File: src/rtl/div_iter_axis.sv
// Iterative 32-bit divider with two AXI-Stream operand channels.
// Restoring radix-2, one quotient bit per cycle, MSB first.
module div_iter_axis #(
    parameter bit SIGNED = 1'b1
) (
    input  logic        clk,
    input  logic        reset,
    input  logic        s_axis_divisor_tvalid,
    output logic        s_axis_divisor_tready,
    input  logic [31:0] s_axis_divisor_tdata,
    input  logic        s_axis_dividend_tvalid,
    output logic        s_axis_dividend_tready,
    input  logic [31:0] s_axis_dividend_tdata,
    output logic        m_axis_dout_tvalid,
    output logic [63:0] m_axis_dout_tdata
);

    typedef enum logic [1:0] {IDLE, BUSY, DONE} state_t;

    state_t      state;
    logic        dvs_held;
    logic        dvd_held;
    logic [31:0] dvs_hold;
    logic [31:0] dvd_hold;
    logic [31:0] dvs_mag;
    logic [31:0] quo;
    logic [31:0] rem;
    logic        q_neg;
    logic        r_neg;
    logic [5:0]  count;

    logic        dvs_xfer;
    logic        dvd_xfer;
    logic        start;
    logic [31:0] dvs_op;
    logic [31:0] dvd_op;
    logic        dvs_neg;
    logic        dvd_neg;
    logic [32:0] shifted;
    logic [32:0] diff;
    logic        fits;
    logic [31:0] nxt_rem;
    logic [31:0] nxt_quo;

    assign dvs_xfer = s_axis_divisor_tvalid & s_axis_divisor_tready;
    assign dvd_xfer = s_axis_dividend_tvalid & s_axis_dividend_tready;

    // An operand arriving this edge bypasses its holding register.
    assign dvs_op = dvs_held ? dvs_hold : s_axis_divisor_tdata;
    assign dvd_op = dvd_held ? dvd_hold : s_axis_dividend_tdata;

    assign start = (state == IDLE)
                 & (dvs_held | dvs_xfer)
                 & (dvd_held | dvd_xfer);

    assign dvs_neg = SIGNED & dvs_op[31];
    assign dvd_neg = SIGNED & dvd_op[31];

    // A zero divisor always "fits", giving all-ones quotient and rem = dividend.
    assign shifted = {rem, quo[31]};
    assign diff    = shifted - {1'b0, dvs_mag};
    assign fits    = shifted[32] | ~diff[32];
    assign nxt_rem = fits ? diff[31:0] : shifted[31:0];
    assign nxt_quo = {quo[30:0], fits};

    always_ff @(posedge clk) begin
        if (reset) begin
            state                  <= IDLE;
            dvs_held               <= 1'b0;
            dvd_held               <= 1'b0;
            dvs_hold               <= '0;
            dvd_hold               <= '0;
            dvs_mag                <= '0;
            quo                    <= '0;
            rem                    <= '0;
            q_neg                  <= 1'b0;
            r_neg                  <= 1'b0;
            count                  <= '0;
            s_axis_divisor_tready  <= 1'b0;
            s_axis_dividend_tready <= 1'b0;
            m_axis_dout_tvalid     <= 1'b0;
            m_axis_dout_tdata      <= '0;
        end else begin
            m_axis_dout_tvalid <= 1'b0;
            unique case (state)
                IDLE: begin
                    if (dvs_xfer) begin
                        dvs_held <= 1'b1;
                        dvs_hold <= s_axis_divisor_tdata;
                    end
                    if (dvd_xfer) begin
                        dvd_held <= 1'b1;
                        dvd_hold <= s_axis_dividend_tdata;
                    end
                    if (start) begin
                        state   <= BUSY;
                        dvs_mag <= dvs_neg ? -dvs_op : dvs_op;
                        quo     <= dvd_neg ? -dvd_op : dvd_op;
                        rem     <= '0;
                        q_neg   <= dvd_neg ^ dvs_neg;
                        r_neg   <= dvd_neg;
                        count   <= '0;
                        s_axis_divisor_tready  <= 1'b0;
                        s_axis_dividend_tready <= 1'b0;
                    end else begin
                        s_axis_divisor_tready  <= ~(dvs_held | dvs_xfer);
                        s_axis_dividend_tready <= ~(dvd_held | dvd_xfer);
                    end
                end
                BUSY: begin
                    rem   <= nxt_rem;
                    quo   <= nxt_quo;
                    count <= count + 6'd1;
                    if (count == 6'd31) begin
                        state              <= DONE;
                        m_axis_dout_tvalid <= 1'b1;
                        m_axis_dout_tdata  <= {
                            r_neg ? -nxt_rem : nxt_rem,
                            q_neg ? -nxt_quo : nxt_quo
                        };
                    end
                end
                DONE: begin
                    state                  <= IDLE;
                    dvs_held               <= 1'b0;
                    dvd_held               <= 1'b0;
                    count                  <= '0;
                    s_axis_divisor_tready  <= 1'b1;
                    s_axis_dividend_tready <= 1'b1;
                end
                default: state <= IDLE;
            endcase
        end
    end

endmodule

File: config.mk
export PLATFORM = sky130hd
export DESIGN_NAME = div_iter_axis
export DESIGN_NICKNAME = d
export VERILOG_FILES = /design/src/rtl/div_iter_axis.sv
export SDC_FILE = /design/constraint.sdc
export NUM_CORES = 1
export LEC_CHECK = 0
export ABC_CLOCK_PERIOD_IN_PS = 4700
export BUFFER_PORTS_ARGS = -buffer_cell sky130_fd_sc_hd__clkbuf_2
export CAP_MARGIN = 5
export CORE_MARGIN = 8
export CORE_UTILIZATION = 44
export DETAILED_ROUTE_END_ITERATION = 6
export HOLD_SLACK_MARGIN = 0.03
export PLACE_DENSITY_LB_ADDON = 0.25
export REMOVE_ABC_BUFFERS = 1
export SYNTH_ARGS = -nofsm -noshare
export SYNTH_HDL_FRONTEND = slang
export SYNTH_SLANG_ARGS = --single-unit
export TNS_END_PERCENT = 5
File: constraint.sdc
create_clock -name clk -period 4.7 [get_ports clk]
set_input_delay 0.47 -clock clk [delete_from_list [all_inputs] [get_ports clk]]
set_output_delay 0.47 -clock clk [all_outputs]
set_load 0.01 [all_outputs]
==> results.env <==
STATUS='complete, no violations'
TIMING.CRITICAL_PATH.ARRIVAL_NS=4.78
POSTROUTEWIRELENGTH_UM=45700
YS_FF_LATCH=239
AVGVIACOUNTPERCELL=5.84
AREAGROWTHSYNTHTOFINISH_PCT=12.9
DESIGN.DIE.AREA_UM2=41500
ANTENNA_CELLS=0
PLACE.DETAILED.INSTANCES=2571
CTSHOLDBUFFERS=0
ROUTABILITYCONGESTION=0.955
SLEW-LIMIT-HEADROOM=0.205
REQUIRED_NS=5.11
LAYOUT-DRIVE-GT1-SHARE=0.132
DRT_FIRST_ITER_VIOLATIONS=889
VIAS_IN_THE_FIRST_GLOBAL_ROUTE=14641
ANTENNA_VIOLATING_NETS_POST_ROUTE=0
ROUTEDWLPERCELL_UM=17.4
WORST_SKEW_PAIR.LATE_LATENCY_NS=0.56
MAXCLOCKFREQUENCY_MHz=229
PLACE_HPWL_UM=33800
CRIT_PATH_END_KIND='flop'
SYN-INSTANCE-COUNT=2087
CLKTRANSATPATHREGS_NS=0.06
WORSTPATHMAXFANOUT=6
WORST-SETUP-PATH-TYPE='reg2reg'
WORSTSETUPSTARTPOINTTYPE='flop'
GRT_PASS1_WL_UM=73700
NETS=2256
SYNTH-ASYNC-RESET-RATIO=0
SYNTH_WARNINGS=0
TIMING.CLOCK.SKEW_NS=0.0295
SYNTH_TOP_FLOP_CELL='sky130_fd_sc_hd__dfxtp_1'
PERIOD_SHARE=0.930
HOLD-PATH-CELL-COUNT=3
PERIOD_NEEDED_NS=4.37
REG2REGPATHDEPTH=21
SETUP_VIOLATIONS=0
STD_CELL_ROWS=68
DR_TOTAL_VIAS=15313
HOLD_PATH.CLASS='in2reg'
MAXSLEWVIOLCOUNT=0
LAYOUTNONFILLERINSTCOUNT=2624
OVERFLOW=0
HTREEDEPTH=1
HOLD_VIOL_FINAL=0
TIGHTESTPINTRANSITION_NS=1.19
GRT_MAX_DEGREE=112
TRACK_USAGE=0.210
DRV.MAX_CAP_VIOLATION_COUNT=0
RSZ0062_AT_GRT='false'
FIRST_PASS_ITERS=6
CTS_TREE='done'
SYNTH.CELL_AREA_UM2=15500
CORE_AREA_UM2=34600
SEQ_AREA_FRAC_SYNTH=0.308
REMAINING_DRC_ERRORS=0
PLACEMENT.IO_BUFFERS=134
AVG_INST_SIZE_SYNTH_UM2=7.43
ANTENNA_FOUND_INITIAL=0
IO_PINS=135
YOSYS.CELL_TYPES.COUNT=87
DIE_HEIGHT_UM=204
CTS_INSERTED_BUFFERS=28
SYNTH_ENABLE_FLOP_CELLS=0
CTS-ROOT-TO-SINK-BUFFERS=3
CTS_NUM_SINKS=239
DIE_WIDTH_UM=204
CLK_ROOT_BUFFER_CELL='sky130_fd_sc_hd__clkbuf_16'
INITIAL_UTILIZATION=0.448
## cell usage in the layout, fill, tap and decap left out, types with 7 or more instances in the layout
master                      instances
sky130_fd_sc_hd__a21o_1            15
sky130_fd_sc_hd__nor4_1            11
sky130_fd_sc_hd__nand4_1           18
sky130_fd_sc_hd__or2_2             12
sky130_fd_sc_hd__a21oi_1          265
sky130_fd_sc_hd__o31ai_1           17
sky130_fd_sc_hd__o21ai_0           99
sky130_fd_sc_hd__or4_1              7
sky130_fd_sc_hd__a31oi_1           30
sky130_fd_sc_hd__o41ai_1            7
sky130_fd_sc_hd__and2_1            17
sky130_fd_sc_hd__o21a_1            13
sky130_fd_sc_hd__a22oi_1           30
sky130_fd_sc_hd__inv_1             49
sky130_fd_sc_hd__nand2b_1          11
sky130_fd_sc_hd__nand3_1           62
sky130_fd_sc_hd__nor2_1           150
sky130_fd_sc_hd__xor2_1            45
sky130_fd_sc_hd__nor2b_1           15
sky130_fd_sc_hd__xnor2_1           49
sky130_fd_sc_hd__clkbuf_8           8
sky130_fd_sc_hd__clkbuf_2         133
sky130_fd_sc_hd__a311oi_1           7
sky130_fd_sc_hd__mux2i_1           76
sky130_fd_sc_hd__buf_4             40
sky130_fd_sc_hd__mux2_2            13
sky130_fd_sc_hd__clkinv_2           8
sky130_fd_sc_hd__clkbuf_16         28
sky130_fd_sc_hd__o211ai_1          22
sky130_fd_sc_hd__nor3b_1           17
sky130_fd_sc_hd__nand3b_1          15
sky130_fd_sc_hd__and3_1            30
sky130_fd_sc_hd__a211oi_1          42
sky130_fd_sc_hd__dfxtp_1          237
sky130_fd_sc_hd__nand2_1          344
sky130_fd_sc_hd__or3_1             20
sky130_fd_sc_hd__nor3_1            49
sky130_fd_sc_hd__o221ai_1           7
sky130_fd_sc_hd__ha_1              36
## kinds of logic after synthesis
| logic type | synth area share |
|---|---|
| AOI/OAI and AO/OA | 0.254 |
| muxes | 0.0591 |
| and+or+nand+nor | 0.246 |
| DFF | 0.308 |
| xor gates and xnor gates | 0.0531 |
| buffers and inverters | 0.0488 |
| adders and majority gates | 0.0311 |
## sequential cells by signal, summed over array words and instances (netlist names), 2 cells and up
name and flops:
m_axis_dout_tdata 64, dvd_hold 32, dvs_hold 32, dvs_mag 32
quo 32, rem 32, count 6, state 2
## cell usage after synthesis (37+ instances only)
cell type | number | area, um2
sky130_fd_sc_hd__ha_1 | 37 | 463
sky130_fd_sc_hd__xor2_1 | 45 | 394
sky130_fd_sc_hd__nand3_1 | 62 | 310
sky130_fd_sc_hd__dfxtp_1 | 239 | 4780
sky130_fd_sc_hd__nand2_1 | 344 | 1290
sky130_fd_sc_hd__inv_1 | 49 | 184
sky130_fd_sc_hd__xnor2_1 | 49 | 429
sky130_fd_sc_hd__nor3_1 | 49 | 245
sky130_fd_sc_hd__o21ai_0 | 100 | 500
sky130_fd_sc_hd__mux2i_1 | 77 | 771
sky130_fd_sc_hd__a21oi_1 | 266 | 1330
sky130_fd_sc_hd__nor2_1 | 152 | 571
sky130_fd_sc_hd__a211oi_1 | 42 | 315
sky130_fd_sc_hd__clkbuf_1 | 117 | 439
## area by class of cell
class                      instances  area (um2)
tap                              455         569
timing repair buffer             176        1020
sequential                       239        4790
clock inverter                    11         116
fill                            3454       17100
inverter                          50         190
clock buffer                      38         818
multi-input combinational       1655       10000
## critical path: stages (launching register included)
cell and delay, ns:
sky130_fd_sc_hd__dfxtp_1 0.33, sky130_fd_sc_hd__inv_1 0.04, sky130_fd_sc_hd__ha_1 0.20, sky130_fd_sc_hd__fa_1 0.42, sky130_fd_sc_hd__nand2b_1 0.18, sky130_fd_sc_hd__a211o_1 0.34, sky130_fd_sc_hd__o21ba_2 0.25, sky130_fd_sc_hd__o21a_1 0.23
sky130_fd_sc_hd__o21ai_4 0.22, sky130_fd_sc_hd__a21oi_1 0.14, sky130_fd_sc_hd__inv_1 0.08, sky130_fd_sc_hd__ha_2 0.20, sky130_fd_sc_hd__nor3b_1 0.20, sky130_fd_sc_hd__nand2_1 0.09, sky130_fd_sc_hd__nor2_1 0.12, sky130_fd_sc_hd__o211ai_1 0.13
sky130_fd_sc_hd__o41ai_2 0.11, sky130_fd_sc_hd__o211ai_2 0.27, sky130_fd_sc_hd__nor4_4 0.32, sky130_fd_sc_hd__buf_4 0.18, sky130_fd_sc_hd__or3b_1 0.09, sky130_fd_sc_hd__a31oi_1 0.07
## metrics by stage
step / TNS [ns] / hold slack (ns) / worst slack [ns] / utilization / instance area [um2]
after floorplan: -34.40 / 0.426 / -1.06 / - / 14900
after global placement: 0 / 0.441 / 0.178 / 0.478 / 16500
after detailed placement: 0 / 0.443 / 0.0955 / 0.478 / 16500
after CTS: 0 / 0.114 / 0.103 / 0.505 / 17500
after global routing: 0 / 0.125 / 0.0258 / 0.506 / 17500
final: 0 / 0.141 / 0.329 / 0.506 / 17500
## path summary, 6_finish.rpt
kind	startpoint	slack, ns	to
setup reg to reg	quo[31]	0.33	m_axis_dout_tdata[58]
hold / removal	s_axis_dividend_tdata[27]	0.14	dvd_hold[27]
hold reg to reg	dvs_mag[21]	0.45	dvs_mag[21]
setup / recovery	quo[31]	0.33	m_axis_dout_tdata[58]
## per-layer routing
| layer | wire, um | up-vias | global-route usage | share of wire |
|---|---|---|---|---|
| li1 | - | 7642 | - | - |
| met1 | 19800 | 7272 | 0.259 | 0.43 |
| met2 | 22500 | 332 | 0.371 | 0.49 |
| met3 | 2370 | 67 | 0.0328 | 0.052 |
| met4 | 1060 | 0 | 0.0642 | 0.023 |
| met5 | 0 | - | 0 | 0 |
## repair_timing
action,4_1_cts,5_1_grt
setup buffers,0,4
setup endpoints to repair,0,5
gates resized for setup,0,4
Power is not shown: default switching activity piles up to over one toggle a cycle in this logic, so the estimate is an artifact.
